[config.mk]
export PLATFORM = sky130hd
export DESIGN_NAME = lsb_param
export DESIGN_NICKNAME = d
export VERILOG_FILES = /design/src/rtl/lsb_param.sv
export SDC_FILE = /design/constraint.sdc
export NUM_CORES = 2
export LEC_CHECK = 0
export BUFFER_PORTS_ARGS = -buffer_cell sky130_fd_sc_hd__buf_4
export CORE_MARGIN = 1.5
export CORE_UTILIZATION = 25
export CTS_CLUSTER_SIZE = 16
export DETAILED_ROUTE_END_ITERATION = 6
export PLACE_DENSITY = 0.47
export REMOVE_ABC_BUFFERS = 1
export SKIP_LAST_GASP = 1
export SYNTH_ARGS = -nofsm -noshare
export SYNTH_HDL_FRONTEND = slang
export SYNTH_SLANG_ARGS = --single-unit
[constraint.sdc]
create_clock -name clk_in -period 7.3 [get_ports clk_in]
set_input_delay 0.73 -clock clk_in [delete_from_list [all_inputs] [get_ports clk_in]]
set_output_delay 0.73 -clock clk_in [all_outputs]
set_load 0.01 [all_outputs]
[src/rtl/lsb_param.sv]
// Parametrised load/store buffer: in-order queue between Dispatcher and LSCtrl with CDB wakeup.
// Optional feature macro: LSB_DISPATCH_BYPASS_EN (same-cycle CDB capture at dispatch).
module lsb_param #(
    parameter int DEPTH      = 16,
    parameter int PTR_W      = 4,
    parameter int CDB_N      = 2,
    parameter int FULL_SLACK = 2,
    parameter int OP_WIDTH   = 6,
    parameter int ROB_WIDTH  = 5,
    parameter int DATA_WIDTH = 32,
    parameter logic [OP_WIDTH-1:0] OP_LB  = 6'd10,
    parameter logic [OP_WIDTH-1:0] OP_LHU = 6'd14
) (
    input  logic                        clk_in,
    input  logic                        rst_in,
    input  logic                        rdy_in,
    input  logic                        rdy_dp_in,
    input  logic [OP_WIDTH-1:0]         opcode_dp_in,
    input  logic [ROB_WIDTH-1:0]        qj_dp_in,
    input  logic [ROB_WIDTH-1:0]        qk_dp_in,
    input  logic [DATA_WIDTH-1:0]       vj_dp_in,
    input  logic [DATA_WIDTH-1:0]       vk_dp_in,
    input  logic [DATA_WIDTH-1:0]       A_dp_in,
    input  logic [ROB_WIDTH-1:0]        rob_id_dp_in,
    output logic                        lsb_full_dp_out,
    output logic [PTR_W:0]              lsb_count_out,
    input  logic [ROB_WIDTH-1:0]        head_id_rob_in,
    input  logic                        idle_lsc_in,
    output logic                        rdy_lsc_out,
    output logic [OP_WIDTH-1:0]         opcode_lsc_out,
    output logic [DATA_WIDTH-1:0]       vj_lsc_out,
    output logic [DATA_WIDTH-1:0]       vk_lsc_out,
    output logic [DATA_WIDTH-1:0]       imm_lsc_out,
    output logic [ROB_WIDTH-1:0]        rob_id_lsc_out,
    input  logic [CDB_N-1:0]            cdb_rdy_in,
    input  logic [CDB_N*DATA_WIDTH-1:0] cdb_result_in,
    input  logic [CDB_N*ROB_WIDTH-1:0]  cdb_rob_id_in,
    input  logic                        refresh_rob_cdb_in
);

    localparam logic [PTR_W:0] DEPTH_LEVEL = (PTR_W+1)'(DEPTH);
    localparam logic [PTR_W:0] FULL_LEVEL  = (PTR_W+1)'(DEPTH - FULL_SLACK);

    // Pointers carry a wrap bit so a full buffer differs from an empty one.
    logic [PTR_W:0]          head_r;
    logic [PTR_W:0]          tail_r;
    logic [PTR_W:0]          count_s;
    logic [PTR_W-1:0]        head_idx_s;
    logic [PTR_W-1:0]        tail_idx_s;
    logic                    issue_block_r;

    logic [OP_WIDTH-1:0]     op_r  [DEPTH];
    logic [ROB_WIDTH-1:0]    rob_r [DEPTH];
    logic [DATA_WIDTH-1:0]   imm_r [DEPTH];
    logic [ROB_WIDTH-1:0]    qj_r  [DEPTH];
    logic [ROB_WIDTH-1:0]    qk_r  [DEPTH];
    logic [DATA_WIDTH-1:0]   vj_r  [DEPTH];
    logic [DATA_WIDTH-1:0]   vk_r  [DEPTH];
    logic [ROB_WIDTH-1:0]    qj_s  [DEPTH];
    logic [ROB_WIDTH-1:0]    qk_s  [DEPTH];
    logic [DATA_WIDTH-1:0]   vj_s  [DEPTH];
    logic [DATA_WIDTH-1:0]   vk_s  [DEPTH];

    logic [DEPTH-1:0]        valid_s;
    logic                    dispatch_s;
    logic                    head_load_s;
    logic                    issue_s;
    logic [ROB_WIDTH-1:0]    dp_qj_s;
    logic [ROB_WIDTH-1:0]    dp_qk_s;
    logic [DATA_WIDTH-1:0]   dp_vj_s;
    logic [DATA_WIDTH-1:0]   dp_vk_s;

    assign head_idx_s      = head_r[PTR_W-1:0];
    assign tail_idx_s      = tail_r[PTR_W-1:0];
    assign count_s         = tail_r - head_r;
    assign lsb_count_out   = count_s;
    assign lsb_full_dp_out = (count_s >= FULL_LEVEL);

    // Dispatch acceptance, head classification and issue eligibility.
    always_comb begin
        dispatch_s  = rdy_dp_in && (count_s < DEPTH_LEVEL);
        head_load_s = (op_r[head_idx_s] >= OP_LB) && (op_r[head_idx_s] <= OP_LHU);
        issue_s     = idle_lsc_in && !issue_block_r && (count_s != '0) &&
                      (qj_r[head_idx_s] == '0) && (qk_r[head_idx_s] == '0) &&
                      (head_load_s || (rob_r[head_idx_s] == head_id_rob_in));
        for (int i = 0; i < DEPTH; i++) begin
            valid_s[i] = ({1'b0, PTR_W'(i) - head_idx_s} < count_s);
        end
    end

    // Operand values written at dispatch, optionally captured from a same-cycle broadcast.
    always_comb begin
        dp_qj_s = qj_dp_in;
        dp_qk_s = qk_dp_in;
        dp_vj_s = vj_dp_in;
        dp_vk_s = vk_dp_in;
`ifdef LSB_DISPATCH_BYPASS_EN
        for (int k = 0; k < CDB_N; k++) begin
            if (cdb_rdy_in[k] && (qj_dp_in != '0) &&
                (cdb_rob_id_in[k*ROB_WIDTH +: ROB_WIDTH] == qj_dp_in)) begin
                dp_qj_s = '0;
                dp_vj_s = cdb_result_in[k*DATA_WIDTH +: DATA_WIDTH];
            end else begin
                dp_qj_s = dp_qj_s;
            end
            if (cdb_rdy_in[k] && (qk_dp_in != '0) &&
                (cdb_rob_id_in[k*ROB_WIDTH +: ROB_WIDTH] == qk_dp_in)) begin
                dp_qk_s = '0;
                dp_vk_s = cdb_result_in[k*DATA_WIDTH +: DATA_WIDTH];
            end else begin
                dp_qk_s = dp_qk_s;
            end
        end
`endif
    end

    // Next operand state: CDB wakeup on valid entries (highest channel wins), then dispatch write.
    always_comb begin
        for (int i = 0; i < DEPTH; i++) begin
            qj_s[i] = qj_r[i];
            qk_s[i] = qk_r[i];
            vj_s[i] = vj_r[i];
            vk_s[i] = vk_r[i];
            for (int k = 0; k < CDB_N; k++) begin
                if (valid_s[i] && cdb_rdy_in[k] && (qj_r[i] != '0) &&
                    (cdb_rob_id_in[k*ROB_WIDTH +: ROB_WIDTH] == qj_r[i])) begin
                    qj_s[i] = '0;
                    vj_s[i] = cdb_result_in[k*DATA_WIDTH +: DATA_WIDTH];
                end else begin
                    qj_s[i] = qj_s[i];
                end
                if (valid_s[i] && cdb_rdy_in[k] && (qk_r[i] != '0) &&
                    (cdb_rob_id_in[k*ROB_WIDTH +: ROB_WIDTH] == qk_r[i])) begin
                    qk_s[i] = '0;
                    vk_s[i] = cdb_result_in[k*DATA_WIDTH +: DATA_WIDTH];
                end else begin
                    qk_s[i] = qk_s[i];
                end
            end
            if (dispatch_s && (PTR_W'(i) == tail_idx_s)) begin
                qj_s[i] = dp_qj_s;
                qk_s[i] = dp_qk_s;
                vj_s[i] = dp_vj_s;
                vk_s[i] = dp_vk_s;
            end else begin
                qj_s[i] = qj_s[i];
            end
        end
    end

    // Entry storage; untouched during reset, flush or freeze.
    always_ff @(posedge clk_in) begin
        if (!rst_in && rdy_in && !refresh_rob_cdb_in) begin
            for (int i = 0; i < DEPTH; i++) begin
                qj_r[i] <= qj_s[i];
                qk_r[i] <= qk_s[i];
                vj_r[i] <= vj_s[i];
                vk_r[i] <= vk_s[i];
            end
            if (dispatch_s) begin
                op_r[tail_idx_s]  <= opcode_dp_in;
                rob_r[tail_idx_s] <= rob_id_dp_in;
                imm_r[tail_idx_s] <= A_dp_in;
            end
        end
    end

    // Queue pointers, issue gap and registered issue port.
    always_ff @(posedge clk_in) begin
        if (rst_in) begin
            head_r        <= '0;
            tail_r        <= '0;
            issue_block_r <= 1'b0;
            rdy_lsc_out   <= 1'b0;
        end else if (rdy_in) begin
            if (refresh_rob_cdb_in) begin
                head_r        <= '0;
                tail_r        <= '0;
                issue_block_r <= 1'b0;
                rdy_lsc_out   <= 1'b0;
            end else begin
                if (dispatch_s) begin
                    tail_r <= tail_r + (PTR_W+1)'(1);
                end
                if (issue_s) begin
                    head_r         <= head_r + (PTR_W+1)'(1);
                    opcode_lsc_out <= op_r[head_idx_s];
                    vj_lsc_out     <= vj_r[head_idx_s];
                    vk_lsc_out     <= vk_r[head_idx_s];
                    imm_lsc_out    <= imm_r[head_idx_s];
                    rob_id_lsc_out <= rob_r[head_idx_s];
                end
                rdy_lsc_out   <= issue_s;
                issue_block_r <= issue_s;
            end
        end
    end

endmodule

==> results.json <==
{
  "rsz0062_at_grt": "no",
  "slew_headroom_pct": 10.9,
  "max_stage_delay_ns": 1.05,
  "ys.flop_type": "edfxtp_1",
  "gp_congestion": 0.823,
  "synthCells": 7507,
  "fill_cells": 40500,
  "antenna_found_initial": 46,
  "hold_path.class": "in2reg",
  "overflow": 0,
  "ctsHoldBuffers": 0,
  "design.core.area_um2": 403000,
  "p_leak_nw": 42.3,
  "grt_first_pass_wirelength_um": 524000,
  "critPathMaxFanout": 31,
  "finClkSkew_ns": 0.103,
  "power.internal_mw": 19.5,
  "clkPwrFrac_pct": 45.6,
  "grt_max_degree": 139,
  "crit_chain": "inv_1 -> fa_1 -> inv_1 -> ha_1 -> a21oi_1 -> maj3_1 -> a31oi_1 -> o21ai_0 -> nand3_4 -> a31oi_4 -> buf_4",
  "clk_pin_slew_ns": 0.06,
  "synth_seq_cells": 1994,
  "portBuffers": 317,
  "yosysSeqAreaShare_pct": 58.8,
  "period_needed_ns": 5.93,
  "drv_cap": 0,
  "syn_to_final_growth_pct": 15.6,
  "critical_path_class": "reg2reg",
  "seqCellArea_um2": 59700,
  "finalCritPeriodShare_pct": 81.2,
  "slew_violations": 0,
  "drtIter0Drc": 6827,
  "start_util_pct": 25.2,
  "die_w_um": 640,
  "reg2reg_depth": 11,
  "drc": 0,
  "cts_buffers": 225,
  "hold_violations": 0,
  "place_hpwl_um": 223000,
  "cts-root-buf": "clkbuf_16",
  "finalWirelength_um": 378000,
  "netSwitchingPower_mw": 5.74,
  "rows": 233,
  "crit_path_start_kind": "flip-flop",
  "drtAntennaViolNets": 0,
  "worstSkewPairLatency_ns": 0.94,
  "synth.distinct_cells": 54,
  "p_comb_share_pct": 4.5,
  "critPathCaptureType": "flip-flop",
  "multiInputGateArea_um2": 39600,
  "powerDensity_nw_per_um2": 215,
  "arrival_ns": 6.41,
  "wl_per_cell_um": 29.2,
  "seq_power_share_pct": 49.9,
  "hold_ws_ns": 0.0934,
  "numClockSinks": 1994,
  "fmax_mhz": 169,
  "utilization_pct": 29.1,
  "required_ns": 7.78,
  "post_cts_resized": 0,
  "synth_edf_count": 1979,
  "fin_setup_tns_ns": 0,
  "die_area_um2": 410000,
  "outcome": "finished clean",
  "async_flop_share_pct": 0,
  "setup_viol": 0,
  "cts.path.max_buffers": 4,
  "drt_pre_antenna_iters": 7,
  "grt_pass1_vias": 64900,
  "syn_avg_cell_area_um2": 13.5,
  "die_y_um": 640,
  "ioPinCount": 318,
  "syn-cell-area_um2": 102000,
  "p_sw_share_pct": 22.8,
  "yosysWarnings": 0,
  "vias": 65000,
  "dpl.cell_count": 12500,
  "nNetsFinal": 7598,
  "cpMostUsedCell": "inv_1",
  "post_drt_via_cell_ratio": 5.01,
  "final_cells": 13000,
  "cts_tree": "built",
  "track_usage_pct": 17.9,
  "cts_setup_buffers": 0,
  "worstMarginPinSlew_ns": 1.32,
  "hold_depth": 1,
  "layout-drive-gt1-share_pct": 19.1,
  "slowest_stage": "o21ai_0",
  "vdd_ir_drop_max_v": 0.000215,
  "htree_num_levels": 4
}
==> per-layer routing <==
layer	vias to the layer above	track usage, %	wire, um
li1	28000	-	-
met1	33800	23.9	161000
met2	2562	29.5	179000
met3	618	2.75	24000
met4	28	6.22	14100
met5	-	0	192
==> cell families after synthesis <==
group,Yosys count,synth area share [%]
xor gates and xnor gates,344,2.97
AOI/OAI and AO/OA,1145,5.81
DFF,1994,58.8
adders and majority gates,28,0.342
muxes,1570,22.0
and+or+nand+nor,1551,6.77
buffers and inverters,875,3.35
==> synthesized netlist by cell type, types with 3 or more instances <==
library cell,number,area (um^2)
a21o_1,6,45.0
a21oi_1,21,105
a31o_2,3,26.3
a31oi_1,47,294
and2_1,166,1040
buf_1,112,420
buf_2,82,410
clkbuf_1,658,2470
clkinv_1,4,15.0
dfxtp_1,15,300
edfxtp_1,1979,59400
ha_1,23,288
inv_1,15,56.3
maj3_1,4,40.0
mux2i_1,1043,10400
mux4_2,527,11900
nand2_1,1057,3970
nand2b_1,4,25.0
nand3_1,92,460
nand4_1,7,43.8
nand4b_1,3,26.3
nor2_1,76,285
nor2b_1,5,31.3
nor3_1,4,20.0
nor4_1,42,263
o211ai_1,4,30.0
o21ai_0,1046,5240
or4_1,89,668
xnor2_1,118,1030
xor2_1,226,1980
==> power groups by stage <==
| stage | registers [mW] | logic, mW | clock network (mW) |
|---|---|---|---|
| 2_1_floorplan | 12.8 | 0.410 | 0 |
| 3_3_place_gp | 12.8 | 1.09 | 0 |
| 3_5_place_dp | 12.8 | 1.12 | 0 |
| 4_1_cts | 12.6 | 1.12 | 11.7 |
| 5_1_grt | 12.6 | 1.21 | 12.2 |
| 6_report | 12.6 | 1.12 | 11.5 |
==> sequential cells by signal (all words and copies together), names as in the netlist, named ones only <==
name / count
imm_r: 512
vj_r: 512
vk_r: 512
op_r: 96
qj_r: 80
qk_r: 80
rob_r: 80
imm_lsc_out: 32
vj_lsc_out: 32
vk_lsc_out: 32
opcode_lsc_out: 6
head_r: 5
rob_id_lsc_out: 5
tail_r: 5
issue_block_r: 1
==> layout make-up <==
type	instances	area share [%]
sequential	1994	50.9
multi-input combinational	4638	33.7
clock inverter	134	1.09
clock buffer	281	5.10
tap	5405	5.76
antenna	7	0.0149
inverter	20	0.0703
timing repair buffer	491	3.36
==> through the flow <==
step,setup WS [ns],area [um^2],power [mW]
after floorplan,-18.46,98300,13.2
after global placement,1.52,110000,13.9
after detailed placement,1.48,110000,13.9
after CTS,1.34,117000,25.4
after global routing,1.14,117000,25.9
final,1.37,117000,25.2
==> worst max-delay path: cells and delay by family (launching register included) <==
kind	cells	cell delay [ns]
DFF	1	0.72
and+or+nand+nor	1	0.72
AOI/OAI and AO/OA	4	1.78
adders and majority gates	3	1.21
buffers and inverters	3	0.97
==> cell usage in the layout (no fill, tap or decap), types with 49 or more instances in the layout <==
master     count
xor2_1       226
clkbuf_1      49
clkbuf_16    232
mux4_2       527
or4_1         89
o21ai_0     1046
mux2i_1     1043
clkinv_1      57
edfxtp_1    1979
buf_4        470
and2_1       166
xnor2_1      118
nand3_1       60
nand2_1     1057
==> worst paths after layout <==
| kind | from | end | slack (ns) |
|---|---|---|---|
| hold reg to reg | tail_r[4] | tail_r[4] | 0.55 |
| hold / removal | opcode_dp_in[4] | op_r[10][4] | 0.09 |
| setup / recovery | head_r[1] | vj_r[3][8] | 1.37 |
| setup reg to reg | head_r[1] | vj_r[3][8] | 1.37 |
Note: power is estimated with default switching activity, not from simulation.
